--- src/rtl/mem_pkg.sv ---
// Shared encodings for the memory-access stage: access sizes, byte enables,
// FSM states and the registered request / MEM-WB bundles.
package mem_pkg;
   localparam logic [1:0] SZ_BYTE = 2'b00;
   localparam logic [1:0] SZ_HALF = 2'b01;
   localparam logic [1:0] SZ_WORD = 2'b10;

   localparam logic [3:0] BE_B0  = 4'b0001;
   localparam logic [3:0] BE_LO  = 4'b0011;
   localparam logic [3:0] BE_HI  = 4'b1100;
   localparam logic [3:0] BE_ALL = 4'b1111;

   typedef enum logic {IDLE = 1'b0, REQ = 1'b1} state_e;

   typedef struct packed {
      logic        we;
      logic [31:0] addr;
      logic [31:0] wdata;
      logic [3:0]  be;
   } dmem_cmd_t;

   typedef struct packed {
      logic [31:0] alu;
      logic [31:0] data;
      logic [4:0]  rd;
      logic        mtr;
      logic        wb;
   } memwb_t;
endpackage

--- src/rtl/mem_stage_if.sv ---
// Data-memory req/ack port; master is the pipeline stage, slave the memory.
interface mem_stage_if;
   logic        dmem_req;
   logic        dmem_we;
   logic [31:0] dmem_addr;
   logic [31:0] dmem_wdata;
   logic [3:0]  dmem_be;
   logic        dmem_ack;
   logic [31:0] dmem_rdata;

   modport master (output dmem_req, dmem_we, dmem_addr, dmem_wdata, dmem_be,
                   input  dmem_ack, dmem_rdata);
   modport slave  (input  dmem_req, dmem_we, dmem_addr, dmem_wdata, dmem_be,
                   output dmem_ack, dmem_rdata);
endinterface

--- src/rtl/mem_lane_align.sv ---
// Byte-lane steering: store enables/replication, load extraction with
// sign/zero extension, and misalignment detection.
module mem_lane_align
   import mem_pkg::*;
(
   input  logic [1:0]  off,
   input  logic [1:0]  size,
   input  logic        sext,
   input  logic        store,
   input  logic [31:0] sdata,
   input  logic [31:0] rdata,
   output logic [3:0]  be,
   output logic [31:0] wdata,
   output logic [31:0] ldata,
   output logic        misalign
);
   logic [7:0]  lane_b;
   logic [15:0] lane_h;

   assign lane_b = rdata[{off, 3'b000} +: 8];
   assign lane_h = rdata[{off[1], 4'b0000} +: 16];

   always_comb begin
      be       = BE_ALL;
      wdata    = sdata;
      ldata    = rdata;
      misalign = 1'b0;
      case (size)
         SZ_BYTE: begin
            be    = BE_B0 << off;
            wdata = {4{sdata[7:0]}};
            ldata = {{24{sext & lane_b[7]}}, lane_b};
         end
         SZ_HALF: begin
            be       = off[1] ? BE_HI : BE_LO;
            wdata    = {2{sdata[15:0]}};
            ldata    = {{16{sext & lane_h[15]}}, lane_h};
            misalign = off[0];
         end
         default: misalign = |off;  // size 11 behaves as word
      endcase
      // loads read the whole word and drive no store data
      if (!store) begin
         be    = BE_ALL;
         wdata = '0;
      end
   end
endmodule

--- src/rtl/mem_stage.sv ---
// Memory-access pipeline stage: issues loads/stores over req/ack, stalls
// upstream while outstanding, aborts on watchdog expiry, registers MEM/WB.
module mem_stage
   import mem_pkg::*;
#(
   parameter int TIMEOUT = 16,
   parameter int TO_W    = 5
) (
   input  logic        CLK,
   input  logic        RESET,
   input  logic        valid_IN,
   input  logic [31:0] aluResult1,
   input  logic [31:0] data_write1,
   input  logic [4:0]  writeRegister1,
   input  logic        do_writeback1,
   input  logic        MemtoReg1,
   input  logic        MemRead1,
   input  logic        MemWrite1,
   input  logic [1:0]  mem_size1,
   input  logic        mem_signed1,
   output logic        STALL_OUT,
   mem_stage_if.master dmem,
   output logic [31:0] aluResult1_OUT,
   output logic [31:0] Data_input1_OUT,
   output logic [4:0]  writeRegister1_OUT,
   output logic        MemtoReg1_OUT,
   output logic        do_writeback1_OUT,
   output logic        misalign_OUT,
   output logic        bus_error_OUT
);
   localparam logic [TO_W-1:0] TERM = (TIMEOUT == 0) ? '0 : TO_W'(TIMEOUT - 1);

   state_e          state, nxt;
   logic [TO_W-1:0] count;
   dmem_cmd_t       cmd;
   memwb_t          mw;
   logic            memop, ack, term;
   logic            stall, misalign, bus_err, accept, cap;
   logic [3:0]      be_w;
   logic [31:0]     wdata_w, ldata_w;
   logic            mis_w;

   assign memop = valid_IN & (MemRead1 | MemWrite1);
   assign ack   = dmem.dmem_ack;
   assign term  = (TIMEOUT != 0) && (count == TERM);

   mem_lane_align u_align (
      .off(aluResult1[1:0]), .size(mem_size1), .sext(mem_signed1),
      .store(MemWrite1), .sdata(data_write1), .rdata(dmem.dmem_rdata),
      .be(be_w), .wdata(wdata_w), .ldata(ldata_w), .misalign(mis_w)
   );

   always_ff @(posedge CLK or posedge RESET)
      if (RESET) state <= IDLE;
      else       state <= nxt;

   // cap: MEM/WB takes the live inputs; otherwise it takes a bubble
   always_comb begin
      nxt      = state;
      stall    = 1'b0;
      misalign = 1'b0;
      bus_err  = 1'b0;
      accept   = 1'b0;
      cap      = 1'b0;
      case (state)
         IDLE:
            if (!memop)     cap = 1'b1;
            else if (mis_w) misalign = 1'b1;
            else begin
               stall  = 1'b1;
               accept = 1'b1;
               nxt    = REQ;
            end
         REQ:
            if (ack) begin
               cap = 1'b1;
               nxt = IDLE;
            end else if (term) begin
               bus_err = 1'b1;
               nxt     = IDLE;
            end else stall = 1'b1;
         default: nxt = IDLE;
      endcase
   end

   always_ff @(posedge CLK or posedge RESET)
      if (RESET)                      count <= '0;
      else if (accept)                count <= '0;
      else if (state == REQ && !ack)  count <= count + 1'b1;

   always_ff @(posedge CLK or posedge RESET)
      if (RESET)       cmd <= '0;
      else if (accept) cmd <= '{we: MemWrite1, addr: {aluResult1[31:2], 2'b00},
                                wdata: wdata_w, be: be_w};

   always_ff @(posedge CLK or posedge RESET)
      if (RESET) mw <= '0;
      else if (cap) begin
         mw.alu  <= aluResult1;
         mw.rd   <= writeRegister1;
         mw.wb   <= do_writeback1 & valid_IN;
         mw.mtr  <= MemtoReg1 & valid_IN;
         mw.data <= (state == REQ && MemRead1) ? ldata_w : '0;
      end else mw <= '0;

   // combinational strobes are masked so every output reads 0 during reset
   assign STALL_OUT     = stall & ~RESET;
   assign misalign_OUT  = misalign & ~RESET;
   assign bus_error_OUT = bus_err & ~RESET;

   assign dmem.dmem_req   = (state == REQ);
   assign dmem.dmem_we    = cmd.we;
   assign dmem.dmem_addr  = cmd.addr;
   assign dmem.dmem_wdata = cmd.wdata;
   assign dmem.dmem_be    = cmd.be;

   assign aluResult1_OUT     = mw.alu;
   assign Data_input1_OUT    = mw.data;
   assign writeRegister1_OUT = mw.rd;
   assign MemtoReg1_OUT      = mw.mtr;
   assign do_writeback1_OUT  = mw.wb;
endmodule

--- src/flat_wrapper.sv ---
// flat-port wrapper written by rule: the top's interface ports become plain ports
module mem_stage_flat import mem_pkg::*;
#(
   parameter int TIMEOUT = 16,
   parameter int TO_W    = 5
)
  (CLK, RESET, valid_IN, aluResult1, data_write1, writeRegister1, do_writeback1, MemtoReg1, MemRead1, MemWrite1, mem_size1, mem_signed1, STALL_OUT, aluResult1_OUT, Data_input1_OUT, writeRegister1_OUT, MemtoReg1_OUT, do_writeback1_OUT, misalign_OUT, bus_error_OUT, dmem_dmem_req, dmem_dmem_we, dmem_dmem_addr, dmem_dmem_wdata, dmem_dmem_be, dmem_dmem_ack, dmem_dmem_rdata);
  mem_stage_if dmem_i ();
  input  logic CLK;
  input  logic RESET;
  input  logic valid_IN;
  input  logic [31:0] aluResult1;
  input  logic [31:0] data_write1;
  input  logic [4:0] writeRegister1;
  input  logic do_writeback1;
  input  logic MemtoReg1;
  input  logic MemRead1;
  input  logic MemWrite1;
  input  logic [1:0] mem_size1;
  input  logic mem_signed1;
  output logic STALL_OUT;
  output logic [31:0] aluResult1_OUT;
  output logic [31:0] Data_input1_OUT;
  output logic [4:0] writeRegister1_OUT;
  output logic MemtoReg1_OUT;
  output logic do_writeback1_OUT;
  output logic misalign_OUT;
  output logic bus_error_OUT;
  output wire logic [$bits(dmem_i.dmem_req)-1:0] dmem_dmem_req;
  output wire logic [$bits(dmem_i.dmem_we)-1:0] dmem_dmem_we;
  output wire logic [$bits(dmem_i.dmem_addr)-1:0] dmem_dmem_addr;
  output wire logic [$bits(dmem_i.dmem_wdata)-1:0] dmem_dmem_wdata;
  output wire logic [$bits(dmem_i.dmem_be)-1:0] dmem_dmem_be;
  input wire logic [$bits(dmem_i.dmem_ack)-1:0] dmem_dmem_ack;
  input wire logic [$bits(dmem_i.dmem_rdata)-1:0] dmem_dmem_rdata;
  assign dmem_dmem_req = dmem_i.dmem_req;
  assign dmem_dmem_we = dmem_i.dmem_we;
  assign dmem_dmem_addr = dmem_i.dmem_addr;
  assign dmem_dmem_wdata = dmem_i.dmem_wdata;
  assign dmem_dmem_be = dmem_i.dmem_be;
  assign dmem_i.dmem_ack = dmem_dmem_ack;
  assign dmem_i.dmem_rdata = dmem_dmem_rdata;
  mem_stage #(.TIMEOUT(TIMEOUT), .TO_W(TO_W)) u_core (.CLK(CLK), .RESET(RESET), .valid_IN(valid_IN), .aluResult1(aluResult1), .data_write1(data_write1), .writeRegister1(writeRegister1), .do_writeback1(do_writeback1), .MemtoReg1(MemtoReg1), .MemRead1(MemRead1), .MemWrite1(MemWrite1), .mem_size1(mem_size1), .mem_signed1(mem_signed1), .STALL_OUT(STALL_OUT), .dmem(dmem_i), .aluResult1_OUT(aluResult1_OUT), .Data_input1_OUT(Data_input1_OUT), .writeRegister1_OUT(writeRegister1_OUT), .MemtoReg1_OUT(MemtoReg1_OUT), .do_writeback1_OUT(do_writeback1_OUT), .misalign_OUT(misalign_OUT), .bus_error_OUT(bus_error_OUT));
endmodule
--- config.mk ---
export PLATFORM = sky130hd
export DESIGN_NAME = mem_stage_flat
export DESIGN_NICKNAME = d
export VERILOG_FILES = /design/src/rtl/mem_pkg.sv /design/src/rtl/mem_stage_if.sv /design/src/rtl/mem_lane_align.sv /design/src/rtl/mem_stage.sv /design/src/flat_wrapper.sv
export SDC_FILE = /design/constraint.sdc
export NUM_CORES = 1
export LEC_CHECK = 0
export BUFFER_PORTS_ARGS = -buffer_cell sky130_fd_sc_hd__buf_2
export CORE_ASPECT_RATIO = 0.75
export CORE_MARGIN = 2
export CORE_UTILIZATION = 49
export CTS_BUF_LIST = sky130_fd_sc_hd__clkbuf_8
export DETAILED_ROUTE_END_ITERATION = 10
export HOLD_SLACK_MARGIN = 0.05
export PLACE_DENSITY_LB_ADDON = 0.25
export SLEW_MARGIN = 15
export SYNTH_ARGS = -nofsm -noshare
export SYNTH_HDL_FRONTEND = slang
export SYNTH_SLANG_ARGS = --single-unit
--- constraint.sdc ---
create_clock -name CLK -period 4.73 [get_ports CLK]
set_input_delay 0.2365 -clock CLK [delete_from_list [all_inputs] [get_ports CLK]]
set_output_delay 0.2365 -clock CLK [all_outputs]
set_load 0.03 [all_outputs]
==> flow_metrics.env <==
export IMPL_run_status="finished clean"
export IMPL_initialDrtViolationCount=278
export IMPL_postCtsResizedCells=0
export IMPL_path_clk_slew_ns=0.09
export IMPL_start_kind="primary input"
export IMPL_design_core_area_sq_um=12200
export IMPL_crit_top_cell="buf_2"
export IMPL_setup_violations=0
export IMPL_cts_root_buf="clkbuf_8"
export IMPL_setup_tns_ns=0
export IMPL_relSlewSlack_pct=32.2
export IMPL_insertion_delay_ns=0.44
export IMPL_rsz0062_at_grt="no"
export IMPL_ff2ff_path_depth=4
export IMPL_slew_viol_final=0
export IMPL_grt_util_met1_pct=33.0
export IMPL_grt_ovfl_total=0
export IMPL_met2_usage_pct=42.6
export IMPL_criticalPathCategory="primary input to output pin"
export IMPL_worst_slew_pin_slew_ns=1.01
export IMPL_crit_path_start="mem_size1[1]"
export IMPL_vias=5122
export IMPL_cts_sinks=144
export IMPL_crit_arrival_ns=2.25
export IMPL_max_vdd_ir_drop_mv=0.279
export IMPL_vias_per_cell=5.13
export IMPL_tritoncts="done"
export IMPL_ys_seq_elements=144
export IMPL_fill_cells=950
export IMPL_wl_um=16900
export IMPL_syn_area_per_cell_sq_um=11.4
export IMPL_grt_use_total_pct=26.2
export IMPL_dominantRegCellSynth="dfrtp_1"
export IMPL_syn_inst=531
export IMPL_yosys_top_cells_count="dfrtp_1, nand2_1, and3_1, mux2_2, mux2i_1"
export IMPL_hp_start="dmem_dmem_rdata[8]"
export IMPL_powerDensity_nw_per_um2=426
export IMPL_p_total_uw=3540
export IMPL_cp_required_ns=4.49
export IMPL_drtPass1Iterations=4
export IMPL_fp_dieW_um=132
export IMPL_final_setup_skew_ns=0.0109
export IMPL_grt_first_pass_wirelength_um=27000
export IMPL_leakage_uw=0.00445
export IMPL_placed_area_sq_um=7370
export IMPL_synthToLayoutAreaGrowth_pct=37.6
export IMPL_synth_cell_types=42
export IMPL_cap_violations=0
export IMPL_grt_pass1_vias=5213
export IMPL_use_met3_pct=8.99
export IMPL_holdPathEnd="u_core.Data_input1_OUT[8]$_DFF_PP0_"
export IMPL_cts_inserted_buffers=17
export IMPL_port_buffers=253
export IMPL_dp_cells=914
export IMPL_synth_area_sq_um=6040
export IMPL_min_period_ns=2.49
export IMPL_grt_max_degree=86
export IMPL_rows=35
export IMPL_busiest_layer="met2"
export IMPL_fmax_ghz=0.402
export IMPL_start_util_pct=49.7
export IMPL_r2r_start="u_core.dmem.dmem_req$_DFF_PP0_"
export IMPL_yosysTopAreaCellShare_pct=59.6
export IMPL_finalNonFillerCells=999
export IMPL_synth_area_leader_cell="dfrtp_1"
export IMPL_holdPathStages=3
export IMPL_diodes=0
export IMPL_gp_congestion=0.857
export IMPL_postCtsSetupRepairBufs=0
export IMPL_synthArstFlopShare_pct=100
export IMPL_clockBufferDepth=2
export IMPL_end_kind="output pin"
export IMPL_die_height_um=100
export IMPL_crit_path_max_fanout=25
export IMPL_grt_antenna_before_repair=1
export IMPL_nNetsFinal=934
export IMPL_postCtsHoldBufs=53
export IMPL_ant_nets=0
export IMPL_fin_crit_sh_pct=52.6
export IMPL_wl_per_cell_um=16.9
export IMPL_synth_most_common_cell="dfrtp_1"
export IMPL_drc_errors=0
export IMPL_io_pins=256
export IMPL_synth_area_top_cells="dfrtp_1, mux2_2, nand2_1"
export IMPL_synth_edf_count=0
export IMPL_rrSetupSlack_ns=2.42
export IMPL_place_hpwl_um=11500
export IMPL_r2r_end="u_core.Data_input1_OUT[23]$_DFF_PP0_"
export IMPL_hp_class="primary input to flip-flop"
export IMPL_seq_area_frac_synth_pct=59.6
export IMPL_die_area_sq_um=13200
export IMPL_drive_above_1_share_pct=40.5
export IMPL_crit_path_top_delay_cell="o2111ai_4"
export IMPL_path_cells="buf_2 > nor2_1 > o2111ai_4 > o21ai_0 > and2_1 > buf_2"
export IMPL_htreeDepth=4
export IMPL_hold_violations=0
export IMPL_design_area_sq_um=8320
export IMPL_max_stage_delay_ns=0.70
export IMPL_yosysWarningCount=0
export IMPL_hold_slack_ns=0.0786
==> cell families after synthesis <==
group | Yosys count | share of synthesized area (%)
multiplexers | 65 | 11.7
AND/OR/NAND/NOR | 194 | 15.0
buffers and inverters | 47 | 3.87
other | 1 | 0.0620
XOR/XNOR | 3 | 0.435
flip-flops | 144 | 59.6
adder cells (fa/ha/maj) | 2 | 0.414
AO/OA/AOI/OAI | 75 | 8.92
==> registers in the layout, summed over array words and instances (netlist names) <==
register                   flops
u_core.Data_input1_OUT        32
u_core.count                   5
u_core.do_writeback1_OUT       1
u_core.dmem.dmem_req           1
u_core.dmem.dmem_be            4
u_core.writeRegister1_OUT      5
u_core.dmem.dmem_we            1
u_core.dmem.dmem_wdata        32
u_core.MemtoReg1_OUT           1
u_core.aluResult1_OUT         32
u_core.dmem.dmem_addr         30
==> worst max-delay path, delay by kind of cell <==
kind / cells / cell delay [ns]
compound gates: 2 / 0.94
buf+inv: 2 / 0.65
simple gates: 2 / 0.41
==> worst max path at each step <==
| stage | to | cells after the start | slack, ns |
|---|---|---|---|
| 3_3_place_gp | u_core.Data_input1_OUT[31]$_DFF_PP0_ | 5 | 2.26 |
| 4_1_cts | STALL_OUT | 6 | 2.23 |
| 5_1_grt | STALL_OUT | 6 | 2.05 |
| 6_report | STALL_OUT | 6 | 2.24 |
| 3_5_place_dp | u_core.Data_input1_OUT[23]$_DFF_PP0_ | 5 | 2.16 |
| 2_1_floorplan | bus_error_OUT | 2 | 0.58 |
==> area by class of cell <==
type / count / area [sq um] / share of cell area, %
sequential: 144 / 3600 / 43.3
multi-input combinational: 341 / 2220 / 26.7
timing repair buffer: 311 / 1850 / 22.2
clock buffer: 18 / 248 / 2.98
tap: 166 / 208 / 2.50
clock inverter: 14 / 168 / 2.02
inverter: 5 / 23.8 / 0.286
==> stage by stage <==
stage / worst slack [ns] / util (%)
2_1_floorplan: 0.585 / -
3_3_place_gp: 2.26 / 60.6
3_5_place_dp: 2.16 / 60.6
4_1_cts: 2.23 / 68.3
5_1_grt: 2.05 / 68.3
6_report: 2.24 / 68.3
==> cell usage in the layout (no fill, tap or decap), types with 5 or more instances in the layout <==
| cell | n |
|---|---|
| a22oi_1 | 5 |
| a21oi_1 | 7 |
| a2111oi_0 | 5 |
| inv_6 | 8 |
| o31ai_1 | 16 |
| dfrtp_1 | 144 |
| nor2b_1 | 7 |
| buf_2 | 253 |
| mux2_2 | 36 |
| nor3_1 | 13 |
| dlygate4sd3_1 | 53 |
| a211oi_2 | 5 |
| o211ai_1 | 8 |
| clkbuf_8 | 18 |
| nand2_1 | 94 |
| and3_1 | 41 |
| mux2i_1 | 28 |
| o21ai_0 | 22 |
| nor2_1 | 26 |
==> layer usage <==
layer	wire length (um)	share of wire, %
met5	13	0.077
met4	325	1.9
met3	1290	7.6
met2	8250	49
met1	7060	42
==> power breakdown <==
part	total (uW)	switching [uW]	internal, uW
Clock	1020	519	505
Sequential	1510	91.7	1420
Combinational	1010	674	335
Total	3540	1290	2260
(Power assumes the default switching activity.)
